--- src/rtl/mac_acc_bank.sv ---
// rtl/mac_acc_bank.sv - multi-channel signed multiply-accumulate bank with a held result register
// Optional build macro: MAC_ACC_SAT_EN (saturating adds instead of wrapping adds).
module mac_acc_bank #(
  parameter int DATA_W = 16,
  parameter int ACC_W  = 22,
  parameter int NCH    = 4,
  parameter int CH_W   = $clog2(NCH)
) (
  input  logic                     clk,
  input  logic                     reset,
  input  logic                     clr,
  input  logic                     in_valid,
  output logic                     in_ready,
  input  logic [CH_W-1:0]          in_ch,
  input  logic signed [DATA_W-1:0] in_data,
  input  logic                     in_last,
  output logic                     out_valid,
  input  logic                     out_ready,
  output logic [CH_W-1:0]          out_ch,
  output logic signed [ACC_W-1:0]  out_data,
  output logic                     out_ovf
);

  localparam logic signed [ACC_W-1:0] ACC_MAX = {1'b0, {(ACC_W-1){1'b1}}};
  localparam logic signed [ACC_W-1:0] ACC_MIN = {1'b1, {(ACC_W-1){1'b0}}};

  logic signed [ACC_W-1:0] acc [NCH];
  logic [NCH-1:0]          ovf;

  logic signed [ACC_W-1:0] sel_acc;
  logic signed [ACC_W-1:0] ext;
  logic signed [ACC_W-1:0] raw_sum;
  logic signed [ACC_W-1:0] sum;
  logic                    sel_ovf;
  logic                    hit;
  logic                    add_ovf;
  logic                    take;

  assign in_ready = !out_valid || out_ready;

  // Channel indices with no matching accumulator never hit, so such beats are dropped.
  always_comb begin
    sel_acc = '0;
    sel_ovf = 1'b0;
    hit     = 1'b0;
    for (int i = 0; i < NCH; i++) begin
      if (in_ch == CH_W'(i)) begin
        sel_acc = acc[i];
        sel_ovf = ovf[i];
        hit     = 1'b1;
      end
    end
  end

  assign ext     = ACC_W'(in_data);
  assign raw_sum = sel_acc + ext;
  assign add_ovf = (sel_acc[ACC_W-1] == ext[ACC_W-1]) && (raw_sum[ACC_W-1] != sel_acc[ACC_W-1]);

`ifdef MAC_ACC_SAT_EN
  assign sum = add_ovf ? (sel_acc[ACC_W-1] ? ACC_MIN : ACC_MAX) : raw_sum;
`else
  assign sum = raw_sum;
`endif

  assign take = in_valid && in_ready && hit && !clr;

  always_ff @(posedge clk or posedge reset) begin
    if (reset) begin
      for (int i = 0; i < NCH; i++) acc[i] <= '0;
      ovf <= '0;
    end else if (clr) begin
      for (int i = 0; i < NCH; i++) acc[i] <= '0;
      ovf <= '0;
    end else if (take) begin
      for (int i = 0; i < NCH; i++) begin
        if (in_ch == CH_W'(i)) begin
          if (in_last) begin
            acc[i] <= '0;
            ovf[i] <= 1'b0;
          end else begin
            acc[i] <= sum;
            ovf[i] <= ovf[i] | add_ovf;
          end
        end
      end
    end
  end

  // A last beat may reload the register in the same cycle the old result is taken.
  always_ff @(posedge clk or posedge reset) begin
    if (reset) begin
      out_valid <= 1'b0;
      out_ch    <= '0;
      out_data  <= '0;
      out_ovf   <= 1'b0;
    end else if (clr) begin
      out_valid <= 1'b0;
      out_ch    <= '0;
      out_data  <= '0;
      out_ovf   <= 1'b0;
    end else if (take && in_last) begin
      out_valid <= 1'b1;
      out_ch    <= in_ch;
      out_data  <= sum;
      out_ovf   <= sel_ovf | add_ovf;
    end else if (out_valid && out_ready) begin
      out_valid <= 1'b0;
    end
  end

endmodule

--- config.mk ---
export PLATFORM = sky130hd
export DESIGN_NAME = mac_acc_bank
export DESIGN_NICKNAME = d
export VERILOG_FILES = /design/src/rtl/mac_acc_bank.sv
export SDC_FILE = /design/constraint.sdc
export NUM_CORES = 1
export LEC_CHECK = 0
export BUFFER_PORTS_ARGS = -buffer_cell sky130_fd_sc_hd__buf_2
export CAP_MARGIN = 20
export CORE_UTILIZATION = 30
export DETAILED_ROUTE_END_ITERATION = 10
export HOLD_SLACK_MARGIN = 0.06
export PLACE_DENSITY = 0.57
export REMOVE_ABC_BUFFERS = 1
export SYNTH_ARGS = -nofsm -noshare
export SYNTH_HDL_FRONTEND = slang
export SYNTH_SLANG_ARGS = --single-unit
--- constraint.sdc ---
create_clock -name clk -period 3.33 [get_ports clk]
set_clock_uncertainty 0.05 [all_clocks]
set_input_delay 0.1665 -clock clk [delete_from_list [all_inputs] [get_ports clk]]
set_output_delay 0.1665 -clock clk [all_outputs]
set_load 0.05 [all_outputs]
==> results.md <==
- The total count of max-transition violations in the final report is 0.
- The sequential share of power is 34.9%.
- The synthesis warning total is 0.
- The tree is rooted in a sky130_fd_sc_hd__clkbuf_16.
- For this design the total switching power over the nets is 1400 uW.
- The first detailed-routing pass took 5 iterations.
- The arrival time of the worst setup path is 3.49 ns.
- The first-pass GRT wire length is 27100 um.
- In the global route stage, overall resource usage came out at 16.8%.
- The clock-pin slew on the worst setup and hold paths is 0.06 ns.
- The post-route netlist has 26.0% of its cells at a drive strength greater than 1.
- The fraction of the core area covered by cells at the end of the flow is 37.8%.
- The total setup violations reported at the end of the flow is 0.
- For this run the aggregate overflow at the end of global routing stands at 0.
- The run finished with clean final reports.
- The share of the clock period used by the worst path is 97.8%.
- Dividing total power by cell area gives a power density of 622 mW/mm2.
- The top achievable clock speed is 307 MHz.
- The detailed router's first-iteration violation count is 319.
- Once the floorplan was initialized, standard cells occupied 30.6% of the core.
- The share of power burned in the clock network is 42.6%.
- Yosys instantiated no cell more often than sky130_fd_sc_hd__dfrtp_1.
- The y dimension of the die is 146 um.
- The floorplan step set the die width to 146 um.
- The placed instances occupy a cell area of 0.00692 mm2.
- The antenna diode count is 0.
- Buffers placed on the I/O ports in this run total 50.
- The cell internal power dissipation is 3360 uW.
- Relative to the synthesized area, the layout overhead comes to 23.4%.
- The worst-case clock buffer depth is 2.
- For the worst setup path, the data required time is 3.56 ns.
- The clock period minus worst slack is 3.26 ns.
- In the synthesized netlist, the cells that appear most often are sky130_fd_sc_hd__dfrtp_1, sky130_fd_sc_hd__nand2_1, sky130_fd_sc_hd__o21ai_0.
- The H-tree was split into 4 levels.
- The wire-length estimate of the detail-placed layout is 11800 um.
- In this run the mean area of a mapped cell was 10.4 um2.
- In the synthesized netlist the dominant register cell turns out to be sky130_fd_sc_hd__dfrtp_1.
- After synthesis the cells add up to 0.00620 mm2.
- The routability congestion estimate is 0.828.
- Once detail routing completed, the nets flagged for antenna violations numbered 0.
- Counting tap cells, the placed design contains a total of 914 instances.
- VDD sags by at most 0.000398 V.
- The post-detailed-routing wire length is 16800 um.
- The number of synthesized register bits is 118.
- The TritonCTS sink count is 118.
- The clock tree from TritonCTS is built.
- The number of standard-cell rows in the floorplan is 52.
- After the last flow step, the layout net total stands at 716.
- The share of total power consumed by net switching is 29.5%.
- The worst hold-check path type is input port to flip-flop.
- The final instance area is 0.00765 mm2.
- The critical path is of the flip-flop to flip-flop type.
- In this run the tightest slew margin relative to its limit is 42.4%.
- Dividing the detail-routed via count by the number of cells gives 5.01.
- The post-route DRC violation count is 0.
- The post-layout worst setup margin is 0.0725 ns.
- The number of buffers created by CTS is 17.
- The initial antenna violation count came to 0.
- The number of ports placed on the die boundary is 51.
- The floorplan die area is 0.0212 mm2.
- The proportion of netlist area held by the largest area contributor is 47.6%.
- The final non-filler cell total is 952.
- STA classifies the critical path endpoint as a flip-flop.
- The clock latency of the later-clocked register in the worst-skew pair is 0.42 ns.
- The total area inside the core boundary comes to 0.0202 mm2.
- In the post-synthesis netlist, the biggest area contributors are sky130_fd_sc_hd__dfrtp_1, sky130_fd_sc_hd__mux4_2, sky130_fd_sc_hd__nand2_1, sky130_fd_sc_hd__o21ai_0, sky130_fd_sc_hd__ha_1.
- The netlist uses 58 different library cells.
- For the pin with the worst max-slew slack, the measured transition is 0.864 ns.
- The leakage power of the design is 0.00349 uW.
- Setup repair after global routing could not meet its margin everywhere.
- The biggest area contributor in the post-synthesis netlist is sky130_fd_sc_hd__dfrtp_1.
- The via count of the first global-routing pass is 4831.
- The largest fanout on the critical path is 5.
- In this run, the combinational gates consume 22.5% of the power.
- Before CTS, the worst setup slack after placement is -0.000765 ns.
- The hold violation total from the final report was 0.
- The count of mapped cells out of synthesis is 594.
- The design draws 4760 uW.
- The share of synthesized flip-flops with an asynchronous set or reset is 100%.
- The pin count of the biggest net entering global routing is 65.
- The sequential cell area fraction in the yosys report is 47.6%.
- The detailed-route wire length per cell is 17.6 um.
- The worst setup path is launched from a flip-flop.
- The synthesized design contains 0 enable-type register cells.
- Across the run, the number of max-cap violations was 0.
- The routed via count is 4766.
[repair_timing]
action | 4_1_cts | 5_1_grt
hold buffers | 4 | 0
buffers inserted | 0 | 3
gates resized for setup | 0 | 13
hold endpoints to repair | 62 | 0
endpoints found under the setup margin | 0 | 24
[state kept, by name, indices dropped and copies added, names as in the netlist]
name	flops
out_ovf	1
acc	88
ovf	4
out_ch	2
out_valid	1
out_data	22
[metrics by stage]
step	setup TNS (ns)	hold WS (ns)
4_1_cts	0	0.0852
5_1_grt	-0.506	0.132
3_5_place_dp	-0.000765	0.335
3_3_place_gp	0	0.344
2_1_floorplan	-2.63	0.180
6_report	0	0.102
[worst paths after layout]
path	end	startpoint	slack, ns	depth (start not counted)
max reg2reg	acc[20]	acc[44]	0.07	10
max in group asynchronous	acc[72]	reset	2.01	4
min in group asynchronous	out_data[21]	reset	0.41	3
min	out_ovf	in_data[15]	0.10	3
min reg2reg	acc[62]	acc[62]	0.42	2
max	acc[20]	acc[44]	0.07	10
[cells in the final DEF (no fill, tap or decap), drive strengths merged, types with 2 or more instances in the layout]
cell type / count
dfrtp: 118
nand2: 114
buf: 94
o21ai: 77
a22o: 25
a21oi: 25
mux4: 23
o31ai: 22
clkbuf: 22
nand3: 21
ha: 21
nor2: 19
xnor2: 10
a21o: 9
xor2: 7
nand4: 6
and3: 6
nor2b: 5
a32o: 5
bufinv: 5
dlygate4sd3: 4
a31oi: 4
nand2b: 3
or2: 3
o211ai: 3
clkinv: 3
inv: 3
a31o: 2
and2: 2
or4: 2
a221oi: 2
[power groups by stage]
stage	sequential, uW	combinational, uW	clock [uW]
floorplan	1820	570	0
global placement	1680	1050	0
detailed placement	1680	1060	0
CTS	1660	1070	2060
global route	1680	1170	2130
finish	1660	1070	2030
[routing by layer]
metal  GRT usage [%]  routed length (um)  vias to the layer above
li1                -                   -                     2328
met3            3.98                 724                       14
met1            22.9                8230                     2339
met5               0                   0                        -
met2            26.2                7610                       85
met4            5.58                 239                        0
[critical path: stages, from the launching register on]
cell                       delay (ns)
sky130_fd_sc_hd__dfrtp_1         0.39
sky130_fd_sc_hd__mux4_2          0.45
sky130_fd_sc_hd__ha_2            0.20
sky130_fd_sc_hd__fa_2            0.34
sky130_fd_sc_hd__a21o_1          0.18
sky130_fd_sc_hd__a221o_2         0.42
sky130_fd_sc_hd__a31oi_4         0.22
sky130_fd_sc_hd__a21oi_4         0.10
sky130_fd_sc_hd__a221oi_2        0.36
sky130_fd_sc_hd__xor2_2          0.30
sky130_fd_sc_hd__o31ai_1         0.10
[cell families after synthesis]
group / count (synthesis) / share of synthesized area [%]
AO/OA/AOI/OAI: 183 / 19.7
XOR/XNOR: 17 / 2.64
adder cells (fa/ha/maj): 22 / 4.56
buffers and inverters: 44 / 3.79
flip-flops: 118 / 47.6
multiplexers: 24 / 8.51
AND/OR/NAND/NOR: 186 / 13.2
[area by class of cell]
cell class	instances	area (um2)
Multi-Input combinational cell	432	3060
Fill cell	2006	12600
Tap cell	270	338
Timing Repair Buffer	98	641
Inverter	3	13.8
Clock inverter	9	173
Sequential cell	118	2950
Clock buffer	22	474
No activity file was read; power rests on OpenSTA's default activity.
